**src/rtl/loader_pkg.sv**
```systemverilog
// Shared types and constants for the UART boot loader.
package loader_pkg;
  localparam int BYTE_W     = 8;
  localparam int WORD_BYTES = 4;
  localparam int WORD_W     = BYTE_W * WORD_BYTES;

  typedef enum logic [1:0] {S_LEN, S_DATA, S_DONE} loader_state_t;
  typedef enum logic [2:0] {RX_IDLE, RX_START, RX_DATA, RX_STOP, RX_WAIT_HI} rx_state_t;
endpackage

```
**src/rtl/uart_rx.sv**
```systemverilog
// 8N1 UART receiver: 2-FF synchroniser, mid-bit sampling, framing-error report.
// byte_valid and frame_err are single-cycle pulses; byte_data holds the last byte.
module uart_rx
  import loader_pkg::*;
#(
  parameter int CLKS_PER_BIT = 234
) (
  input  logic              clk,
  input  logic              reset_n,
  input  logic              rxd,
  output logic              byte_valid,
  output logic [BYTE_W-1:0] byte_data,
  output logic              frame_err
);
  localparam int CW = $clog2(CLKS_PER_BIT) + 1;
  localparam logic [CW-1:0] HALF = CW'(CLKS_PER_BIT / 2 - 1);
  localparam logic [CW-1:0] FULL = CW'(CLKS_PER_BIT - 1);

  rx_state_t         state, state_n;
  logic              sync1, rx;
  logic [CW-1:0]     cnt, cnt_n;
  logic [2:0]        bit_idx, bit_n;
  logic [BYTE_W-1:0] shreg, sh_n;
  logic              valid_n, ferr_n;

  always_ff @(posedge clk or negedge reset_n) begin
    if (!reset_n) begin
      sync1      <= 1'b1;
      rx         <= 1'b1;
      state      <= RX_IDLE;
      cnt        <= '0;
      bit_idx    <= '0;
      shreg      <= '0;
      byte_valid <= 1'b0;
      frame_err  <= 1'b0;
    end else begin
      sync1      <= rxd;
      rx         <= sync1;
      state      <= state_n;
      cnt        <= cnt_n;
      bit_idx    <= bit_n;
      shreg      <= sh_n;
      byte_valid <= valid_n;
      frame_err  <= ferr_n;
    end
  end

  // The start bit is re-checked half a bit in; every later sample lands mid-bit.
  always_comb begin
    state_n = state;
    cnt_n   = cnt + CW'(1);
    bit_n   = bit_idx;
    sh_n    = shreg;
    valid_n = 1'b0;
    ferr_n  = 1'b0;
    case (state)
      RX_IDLE: begin
        cnt_n = '0;
        if (!rx) state_n = RX_START;
      end
      RX_START: begin
        if (cnt == HALF) begin
          cnt_n   = '0;
          bit_n   = '0;
          state_n = rx ? RX_IDLE : RX_DATA;
        end
      end
      RX_DATA: begin
        if (cnt == FULL) begin
          cnt_n = '0;
          sh_n  = {rx, shreg[BYTE_W-1:1]};
          bit_n = bit_idx + 3'd1;
          if (bit_idx == 3'd7) state_n = RX_STOP;
        end
      end
      RX_STOP: begin
        if (cnt == FULL) begin
          cnt_n = '0;
          if (rx) begin
            valid_n = 1'b1;
            state_n = RX_IDLE;
          end else begin
            ferr_n  = 1'b1;
            state_n = RX_WAIT_HI;
          end
        end
      end
      RX_WAIT_HI: begin
        cnt_n = '0;
        if (rx) state_n = RX_IDLE;
      end
      default: state_n = RX_IDLE;
    endcase
  end

  assign byte_data = shreg;
endmodule

```
**src/rtl/uart_loader.sv**
```systemverilog
// Boot loader: receives a length-prefixed image over UART, writes it as
// little-endian 32-bit words, and releases the core once the image is in.
module uart_loader
  import loader_pkg::*;
#(
  parameter int CLKS_PER_BIT = 234,
  parameter int MAX_WORDS    = 1024
) (
  input  logic              clk,
  input  logic              reset_n,
  input  logic              rxd,
  output logic              mem_we,
  output logic [31:0]       mem_waddr,
  output logic [WORD_W-1:0] mem_wdata,
  output logic              core_reset_n,
  output logic              busy,
  output logic              done,
  output logic              err
);
  localparam int IW = $clog2(MAX_WORDS) + 1;

  logic              byte_valid, frame_err;
  logic [BYTE_W-1:0] byte_data;

  uart_rx #(.CLKS_PER_BIT(CLKS_PER_BIT)) u_rx (
    .clk       (clk),
    .reset_n   (reset_n),
    .rxd       (rxd),
    .byte_valid(byte_valid),
    .byte_data (byte_data),
    .frame_err (frame_err)
  );

  loader_state_t     state, state_n;
  logic [1:0]        byte_cnt;
  logic [31:0]       len;
  logic [IW-1:0]     word_idx;
  logic [23:0]       word_lo;
  logic [31:0]       len_full;
  logic              last_byte, too_long, last_word;

  assign len_full  = {byte_data, len[31:8]};
  assign last_byte = byte_valid && (byte_cnt == 2'd3);
  assign too_long  = len_full > 32'(MAX_WORDS);
  assign last_word = 32'(word_idx) == (len - 32'd1);

  always_comb begin
    state_n = state;
    case (state)
      S_LEN:   if (last_byte) state_n = ((len_full == 32'd0) || too_long) ? S_DONE : S_DATA;
      S_DATA:  if (last_byte && last_word) state_n = S_DONE;
      S_DONE:  state_n = S_DONE;
      default: state_n = S_LEN;
    endcase
  end

  always_ff @(posedge clk or negedge reset_n) begin
    if (!reset_n) begin
      state        <= S_LEN;
      byte_cnt     <= '0;
      len          <= '0;
      word_idx     <= '0;
      word_lo      <= '0;
      mem_we       <= 1'b0;
      mem_waddr    <= '0;
      mem_wdata    <= '0;
      core_reset_n <= 1'b0;
      busy         <= 1'b0;
      done         <= 1'b0;
      err          <= 1'b0;
    end else begin
      state        <= state_n;
      mem_we       <= 1'b0;
      done         <= (state_n == S_DONE) && (state != S_DONE);
      core_reset_n <= (state_n == S_DONE);
      busy         <= (state_n != S_DONE) && (busy || byte_valid);
      err          <= err || frame_err || ((state == S_LEN) && last_byte && too_long);
      if (byte_valid && (state != S_DONE)) begin
        byte_cnt <= byte_cnt + 2'd1;
        if (state == S_LEN) begin
          len <= len_full;
        end else if (byte_cnt == 2'd3) begin
          mem_we    <= 1'b1;
          mem_waddr <= 32'({word_idx, 2'b00});
          mem_wdata <= {byte_data, word_lo};
          word_idx  <= word_idx + IW'(1);
        end else begin
          word_lo[{byte_cnt, 3'b000} +: BYTE_W] <= byte_data;
        end
      end
    end
  end
endmodule

```
**config.mk**
```make
export PLATFORM = sky130hd
export DESIGN_NAME = uart_loader
export DESIGN_NICKNAME = d
export VERILOG_FILES = /design/src/rtl/loader_pkg.sv /design/src/rtl/uart_rx.sv /design/src/rtl/uart_loader.sv
export SDC_FILE = /design/constraint.sdc
export NUM_CORES = 1
export LEC_CHECK = 0
export CAP_MARGIN = 10
export CORE_UTILIZATION = 35
export DETAILED_ROUTE_END_ITERATION = 8
export PLACE_DENSITY = 0.64
export SKIP_CTS_REPAIR_TIMING = 1
export SYNTH_ARGS = -nofsm -noshare
export SYNTH_HDL_FRONTEND = slang
export SYNTH_SLANG_ARGS = --single-unit
```
**constraint.sdc**
```tcl
create_clock -name clk -period 2.75 [get_ports clk]
set_input_delay 0.55 -clock clk [delete_from_list [all_inputs] [get_ports clk]]
set_output_delay 0.55 -clock clk [all_outputs]
set_load 0.02 [all_outputs]
```
Yosys cells after proc, flatten, opt, wreduce, memory -nomap -nowiden:

Index checks and enable logic that the tools add are counted.

* bitwise gates (word level): 2
* shifts and indexed selects: 2
* divide/modulo/power cells: 0
* eq/ne operators: 20
* add/subtract/negate cells: 6
* reductions and logical operators: 23
* muxes and demuxes: 29
* $lt $le $gt $ge: 1
* $mul: 0

Operator list (number)
* 11-bit by 32-bit == test with 1-bit output: 1
* 32-bit by 11-bit greater-than comparator with 1-bit output, second input constant: 1
* 32-bit zero test: 1
* 32-bit by 1-bit subtractor with 32-bit output, second input constant: 1
* 3-bit two-way mux: 9
* 9-bit case mux with 3 select lines: 1
* 24-bit bitwise mux: 1
* 8-bit by 7-bit variable shift with 24-bit output, first input constant: 1
* 8-bit by 7-bit indexed part select with 24-bit output: 1
* 9-bit two-way mux: 2
* 3-bit case mux with 5 select lines: 1
* 11-bit by 1-bit adder with 11-bit output, second input constant: 1
* 2-bit by 1-bit inequality test with 1-bit output, second input constant: 5
* 9-bit by 1-bit adder with 9-bit output, second input constant: 1
* 9-bit by 7-bit == test with 1-bit output, second input constant: 1
* 9-bit by 8-bit == test with 1-bit output, second input constant: 1
* 1-bit two-way mux: 9
* 3-bit AND reduction: 3
* 2-bit two-way mux: 4
* 1-bit logical AND: 7
* 5-bit negator with 7-bit output: 1
* 2-bit == test, second input constant: 3
* 3-bit by 2-bit == test with 1-bit output, second input constant: 2
* 3-bit == test, second input constant: 2
* 15 further kinds: 23

* bits in read-only memories: 0
* memories: 0
* RAM bits: 0
* register bits: 146
* latch bits: 0
* output and inout port bits: 69

Depth between registers and ports, before layout:

Gate-level depths: netlist (run 1).

* depth in word-level cells: 7
* mapped depth: 10
* depth with buffers taken out: 9

By module:

From an unflattened synthesis (run 1), not the netlist that was laid out.

* cell total of the unflattened synthesis: 675
* area total of the unflattened synthesis: 6859.1 um^2

By module, submodules not included
* uart_loader: times used 1, area each 5541.6 um^2, sequential area each 2977.9 um^2, cells an instance 561
* uart_rx: times used 1, area each 1317.5 um^2, sequential area each 678.2 um^2, cells an instance 114

Worst setup path before layout (run 1):

No wires, ideal clock.

* path type: register -> register
* start: register len[0]
* end: register busy
* slack: 0.212 ns
* arrival: 2.416 ns
* library setup time: 0.122 ns
* stages on the path, launching flop included: 11
* data required time: 2.628 ns
* path buffers: 1
* path through: dfrtp_1 -> inv_1 -> ha_1 -> nor3b_1 -> buf_2 -> nand4_1 -> xnor2_1 -> nor4_2 -> nand4b_1 -> or4_4 -> o2111a_1

* word-level cells in the longest chain between the ends: 7

RTL lines
* from (decl): RTL line uart_loader.sv:36 `logic [31:0] len;`
* from (signal assigned): RTL line uart_loader.sv:81 `len <= len_full;`
* 32-bit by 1-bit subtractor with 32-bit output: RTL line uart_loader.sv:45 `assign last_word = 32'(word_idx) == (len - 32'd1);`
* 11-bit by 32-bit == test with 1-bit output: RTL line uart_loader.sv:45
* 1-bit logical AND: RTL line uart_loader.sv:51 `S_DATA: if (last_byte && last_word) state_n = S_DONE;`
* 2-bit two-way mux: RTL line uart_loader.sv:51
* 2-bit case mux with 3 select lines: RTL line uart_loader.sv:49 `case (state)`
* 2-bit inequality test: RTL line uart_loader.sv:76 `busy <= (state_n != S_DONE) && (busy || byte_valid);`
* 1-bit logical AND: RTL line uart_loader.sv:76
* to (signal assigned): RTL line uart_loader.sv:76
* to (decl): RTL line uart_loader.sv:16 `output logic busy,`

Every way passes these cells.
A chain may end at the register's enable or synchronous reset.

Worst setup path in the final report (run 1):

Same ends and word-level chain as after synthesis.

==> impl_metrics.yaml, run 1 <==
outcome:
  status: "finished clean"
layout:
  layout-drive-gt1-share_pct: 16.9
  mostFrequentLayoutCells: "nand2_1 (202), dfrtp_1 (143), clkdlybuf4s50_1 (49)"
  final_common_cell: "nand2_1"
  diodes: 0
  syn2layout_area_growth_pct: 21.7
  nFillCells: 1886
  fin_area_um2: 8410
  fin_nets: 768
  multi_input_area_um2: 3030
  regArea_um2: 3660
  fin_util_pct: 43.3
  fin_cells: 1030
floorplanning:
  core_um2: 19400
  die_w_um: 143
  die_h_um: 143
  start_util_pct: 35.6
  pin_count: 72
  rows: 51
  design.die.area_um2: 20300
power:
  powerDensity_nw_per_um2: 549
  leakage_nw: 4.09
  ir_drop_mv: 0.413
yosys:
  synth_area_leader_cell: "dfrtp_1"
  syn_area_per_cell_um2: 10.0
  ys_seq_area_share_pct: 52.9
  async_flop_share_pct: 100
  synth-seq-cells: 146
  netlist_area_um2: 6910
  yosysUniqueCellTypes: 57
  synth_warnings: 0
  ys_dominant_reg_cell: "dfrtp_1"
  netlist_instances: 688
  synth.top_cell.area_share_pct: 52.1
  synth_area_leaders: "dfrtp_1 (52%), nand2_1 (11%), mux2_2 (6.5%)"
  synth_edf_count: 0
timing:
  worst_slew_pin_slew_ns: 0.644
  finalSetupViolations: 0
  setup_slack_ns: 0.150
  fin_skew_ns: 0.0114
  fin_crit_sh_pct: 94.6
  post-route-min-period_ns: 2.60
  setup_tns_ns: 0
  final_max_slew_viol_count: 0
  fmax_mhz: 385
  hold_violations: 0
  relSlewSlack_pct: 56.8
routing:
  final_antenna_net_count: 0
  wirelength_um: 14200
  drc: 0
  viasPerCell: 4.73
  routedWlPerCell_um: 13.8
  drt-initial-drc-count: 281
  vias: 4868
  dr.pass1.iters: 4
cts:
  clkSinkCount: 146
  htreeDepth: 4
  cts_buffer_depth: 2
  clock_latency_ns: 0.42
  cts.clk_slew.worst_paths_ns: 0.06
  cts_root_buffer: "clkbuf_16"
  cts_tree: "done"
  cts_buffers: 17
min_path:
  worstHoldPathType: "in2async"
critical_path:
  max_stage_delay_ns: 0.58
  path_cells: "nor4_4, nand2_2, nor4_2, xnor2_1, nand4b_1, or4_4, o2111a_1"
  cp.arrival_ns: 2.90
  path_buf_inv: 0
  critPathMaxFanout: 7
  worstSetupPathType: "reg2reg"
  r2r_setup_slack_ns: 0.15
  cp.required_ns: 3.05
  cp_slowest_cell: "or4_4"
  cp-end-kind: "flop"
  cp-start-kind: "flop"
  critPathTopFamily: "simple AND/OR/NAND/NOR gates"
global_routing:
  grt_pass1_wl_um: 24400
  overflow: 0
  antenna_found_initial: 0
  track_usage_pct: 15.4
  grt_max_degree: 52
  first_global_vias: 4842
placement:
  placed_cell_area_um2: 7720
  dpl.cell_count: 994
  routabilityCongestion: 0.862
  port_buffers: 50
  preCtsSetupSlack_ns: -0.0186
  post-dp-hpwl_um: 9470
run:
  drv_cap: 0
## cells by family (layout without fill, tap and decap cells)
kind of cell / Yosys count / after routing / share of synthesized area (%)
DFF: 146 / 146 / 52.9
adders and majority gates: 12 / 12 / 2.17
muxes: 41 / 41 / 6.84
buffers and inverters: 64 / 121 / 5.09
and+or+nand+nor: 321 / 321 / 22.1
xor gates and xnor gates: 43 / 43 / 5.45
other: 1 / 21 / 0.0543
AOI/OAI and AO/OA: 60 / 60 / 5.40
## registers in the layout, summed over array words and instances (netlist names)
register,flops
mem_waddr,11
u_rx.rx,1
u_rx.sync1,1
byte_cnt,2
u_rx.state,3
u_rx.frame_err,1
word_lo,24
u_rx.byte_valid,1
mem_we,1
u_rx.cnt,9
state,2
word_idx,11
u_rx.byte_data,8
core_reset_n,1
done,1
u_rx.bit_idx,3
busy,1
len,32
err,1
mem_wdata,32
## power by group
group          internal, W  total (W)  switching [W]  leakage [nW]
logic           0.00000876  0.0000759      0.0000671          1.79
registers          0.00215    0.00215     0.00000138          2.02
clock network      0.00144    0.00238       0.000947         0.288
## metal layers
layer / vias up / part of all wire, % / GRT usage (%)
met5: - / 0 / 0
met4: 0 / 1.9 / 6.00
met3: 17 / 4.6 / 4.17
met2: 99 / 44 / 22.7
met1: 2351 / 49 / 21.5
li1: 2401 / - / -
## cell type report
type | count | share of cell area, %
tap | 265 | 3.94
clock inverter | 14 | 2.11
multi-input combinational | 498 | 36.1
clock buffer | 17 | 5.06
inverter | 12 | 0.536
timing repair buffer | 78 | 8.78
sequential | 146 | 43.5
## cells in the mapped netlist, types with 2 or more instances
cell        n
a31oi_1     2
a22o_1      3
a21oi_1     5
o21ai_1     2
buf_4      22
nor3_1     14
buf_2       4
ha_1       12
nand2_1   202
a211oi_1    2
nand3_1    13
buf_6       3
o21ai_0    33
dfstp_2     2
dfrtp_1   144
mux2_2     40
nand4b_1    5
nor4_2      5
or3_1       4
nor3b_1     6
xor2_1     17
clkbuf_1   22
o31a_1      2
nor2_1     27
nand4_1    12
inv_1      12
nand3b_1    2
nor4_1      9
or2_2       2
and4_1      2
nor4_4      3
xnor2_1    26
and3_1      5
## final timing paths
kind | start | depth (start not counted) | end
max reg2reg | len[0] | 7 | busy
max | len[0] | 7 | busy
min | reset_n | 1 | u_rx.cnt[1]
min in group clk | u_rx.sync1 | 0 | u_rx.rx
max in group asynchronous | reset_n | 2 | len[0]
min reg2reg | u_rx.sync1 | 0 | u_rx.rx
## metrics by stage
stage	hold slack (ns)	power, W
detailed placement	0.349	0.00227
finish	0.0876	0.00461
floorplan	0.254	0.00224
CTS	0.0884	0.00466
global route	0.111	0.00476
global placement	0.348	0.00227
No activity file was read; power rests on OpenSTA's default activity.
==> run 2, diff against run 1 <==
--- a/config.mk
+++ b/config.mk
@@ -6,9 +6,10 @@
 export NUM_CORES = 1
 export LEC_CHECK = 0
 export CAP_MARGIN = 10
+export CORE_ASPECT_RATIO = 0.5
 export CORE_UTILIZATION = 35
 export DETAILED_ROUTE_END_ITERATION = 8
-export PLACE_DENSITY = 0.64
+export PLACE_DENSITY = 0.62
 export SKIP_CTS_REPAIR_TIMING = 1
 export SYNTH_ARGS = -nofsm -noshare
 export SYNTH_HDL_FRONTEND = slang
==> constraint.sdc (replaced) <==
create_clock -name clk -period 2.5 [get_ports clk]
set_input_delay 0.5 -clock clk [delete_from_list [all_inputs] [get_ports clk]]
set_output_delay 0.5 -clock clk [all_outputs]
set_load 0.02 [all_outputs]
==> run 2 against run 1 <==
- total power grew 8.2%
- sequential power grew 10%
- first-iteration DRC count grew 10%
- maximum frequency grew 1.2%
- register-to-register slack lost 0.22 ns
- count of clock-buffer cells in the layout grew 2
- critical endpoint unchanged
- clock power grew 7%
- highest routed layer unchanged
- combinational power grew 10%
- sequential share of layout area shrank 1.1 points
- global-route usage grew 0.25 points
- the run now ends with negative setup slack left
==> impl_metrics.yaml, run 2 (synthesized netlist as in run 1, its figures left out) <==
min_path:
  holdPathStages: 0
  hp-start: "u_rx.sync1"
  hold_end: "u_rx.rx"
  worstHoldPathType: "reg2reg"
timing:
  rsz0062_at_grt: "true"
  fin_crit_sh_pct: 103
  relSlewSlack_pct: 58.3
  fin_skew_ns: 0.0139
  worst_slew_pin_slew_ns: 0.622
  hold_violations: 0
  finalSetupViolations: 1
  setup_slack_ns: -0.0703
  final_max_slew_viol_count: 0
  fmax_mhz: 389
  post-route-min-period_ns: 2.57
routing:
  routedWlPerCell_um: 14.5
  dr.pass1.iters: 5
  vias: 5007
  dr_wl_met2_um: 7400
  routed.top_layer: "met4"
  final_antenna_net_count: 0
  m1WireLength_um: 7190
  drc: 0
  wirelength_um: 15200
  viasPerCell: 4.78
  dr_wl_met3_um: 418
  drt-initial-drc-count: 309
outcome:
  failed_checks: "negative setup slack"
  status: "finished, violations left"
critical_path:
  r2r-end: "busy"
  r2r_setup_slack_ns: -0.07
  cp-end-kind: "flop"
  worstRegToRegCells: 9
  critPathMaxFanout: 8
  rr_startpoint: "len[4]"
  cp-start-kind: "flop"
  cp.required_ns: 2.81
  worstSetupPathType: "reg2reg"
  cp.arrival_ns: 2.88
power:
  p_int_w: 0.00383
  p_switching_w: 0.00116
  ir_drop_mv: 0.477
  clockPowerShare_pct: 50.9
  pwr-share-comb_pct: 1.7
  seq_power_share_pct: 47.4
  powerDensity_nw_per_um2: 579
  swShare_pct: 23.2
  leakage_nw: 4.24
layout:
  final_common_cell: "nand2_1"
  diodes: 0
  syn2layout_area_growth_pct: 24.6
  mostFrequentLayoutCells: "nand2_1 (202), dfrtp_1 (144), clkdlybuf4s50_1 (49)"
  fin_nets: 791
  fin_util_pct: 45.6
  layout-drive-gt1-share_pct: 20.0
  reg_top3: "len: 32 flops, mem_wdata: 32 flops, word_lo: 24 flops"
  nFillCells: 1772
  fin_cells: 1048
  fin_area_um2: 8610
floorplanning:
  rows: 35
  core_um2: 18900
  die_h_um: 101
  design.die.area_um2: 20300
  die_w_um: 201
  start_util_pct: 36.6
  pin_count: 72
placement:
  placed_cell_area_um2: 7880
  preCtsSetupSlack_ns: -0.151
  routabilityCongestion: 0.844
  post-dp-hpwl_um: 10400
  dpl.cell_count: 1012
  port_buffers: 50
cts:
  cts.clk_slew.worst_paths_ns: 0.07
  htreeDepth: 4
  cts_root_buffer: "clkbuf_16"
  cts_buffers: 17
  cts_tree: "done"
  clock_latency_ns: 0.42
  clkSinkCount: 146
  cts_buffer_depth: 2
global_routing:
  grt_max_degree: 67
  track_usage_pct: 15.7
  first_global_vias: 4915
  antenna_found_initial: 0
  grt_pass1_wl_um: 25400
  overflow: 0
run:
  drv_cap: 0
run 2: cell count changes in the layout (fill, tap and decap cells not counted), moves of 2 or more:
cell / previous run / this run
buf_4: 24 / 47
bufinv_16: 3 / 1
clkbuf_8: 0 / 2
clkinv_2: 2 / 0
clkinv_4: 1 / 4
clkinvlp_4: 3 / 1
nor3_1: 14 / 11
nor3_2: 1 / 4
run 2: power groups by stage:
stage / combinational (W) / clock, W / sequential, W
6_report: 0.0000835 / 0.00254 / 0.00237
5_1_grt: 0.0000965 / 0.00268 / 0.00237
4_1_cts: 0.0000860 / 0.00258 / 0.00237
3_5_place_dp: 0.0000859 / 0 / 0.00241
3_3_place_gp: 0.0000845 / 0 / 0.00241
2_1_floorplan: 0.0000528 / 0 / 0.00241
run 2: worst max-delay path by stage:
| stage | startpoint | to | slack [ns] |
|---|---|---|---|
| 3_3_place_gp | len[0] | busy | -0.08 |
| 6_report | len[4] | busy | -0.07 |
| 2_1_floorplan | len[0] | busy | 0.005 |
| 3_5_place_dp | len[1] | busy | -0.15 |
| 4_1_cts | len[1] | busy | -0.18 |
| 5_1_grt | len[1] | busy | -0.18 |
run 2: cell type report:
| type | instances | area, um2 | area share [%] |
|---|---|---|---|
| tap | 259 | 324 | 3.76 |
| clock buffer | 19 | 453 | 5.26 |
| inverter | 12 | 45.0 | 0.523 |
| multi-input combinational | 498 | 3090 | 35.9 |
| clock inverter | 13 | 139 | 1.61 |
| timing repair buffer | 101 | 907 | 10.5 |
| sequential | 146 | 3660 | 42.4 |
run 2: stage by stage:
| stage | total power, W | hold WS, ns | TNS, ns |
|---|---|---|---|
| 6_report | 0.00499 | 0.356 | -0.0703 |
| 5_1_grt | 0.00514 | 0.364 | -0.390 |
| 4_1_cts | 0.00503 | -0.0524 | -0.350 |
| 3_5_place_dp | 0.00250 | 0.347 | -0.237 |
| 3_3_place_gp | 0.00250 | 0.347 | -0.0765 |
| 2_1_floorplan | 0.00246 | 0.204 | 0 |
run 2: metal layers:
layer,track usage (%),vias to the layer above
met1,20.5,2462
li1,-,2447
met2,26.7,86
met3,2.90,12
met5,0,-
met4,5.17,0
run 2: critical path: stages (launching register included):
cell and delay (ns):
dfrtp_1 0.43, nor4_4 0.40, buf_4 0.20, nand2_4 0.08, buf_4 0.15, nor3_2 0.22
xnor2_1 0.16, nand4b_1 0.12, or4_4 0.56, o2111a_1 0.16
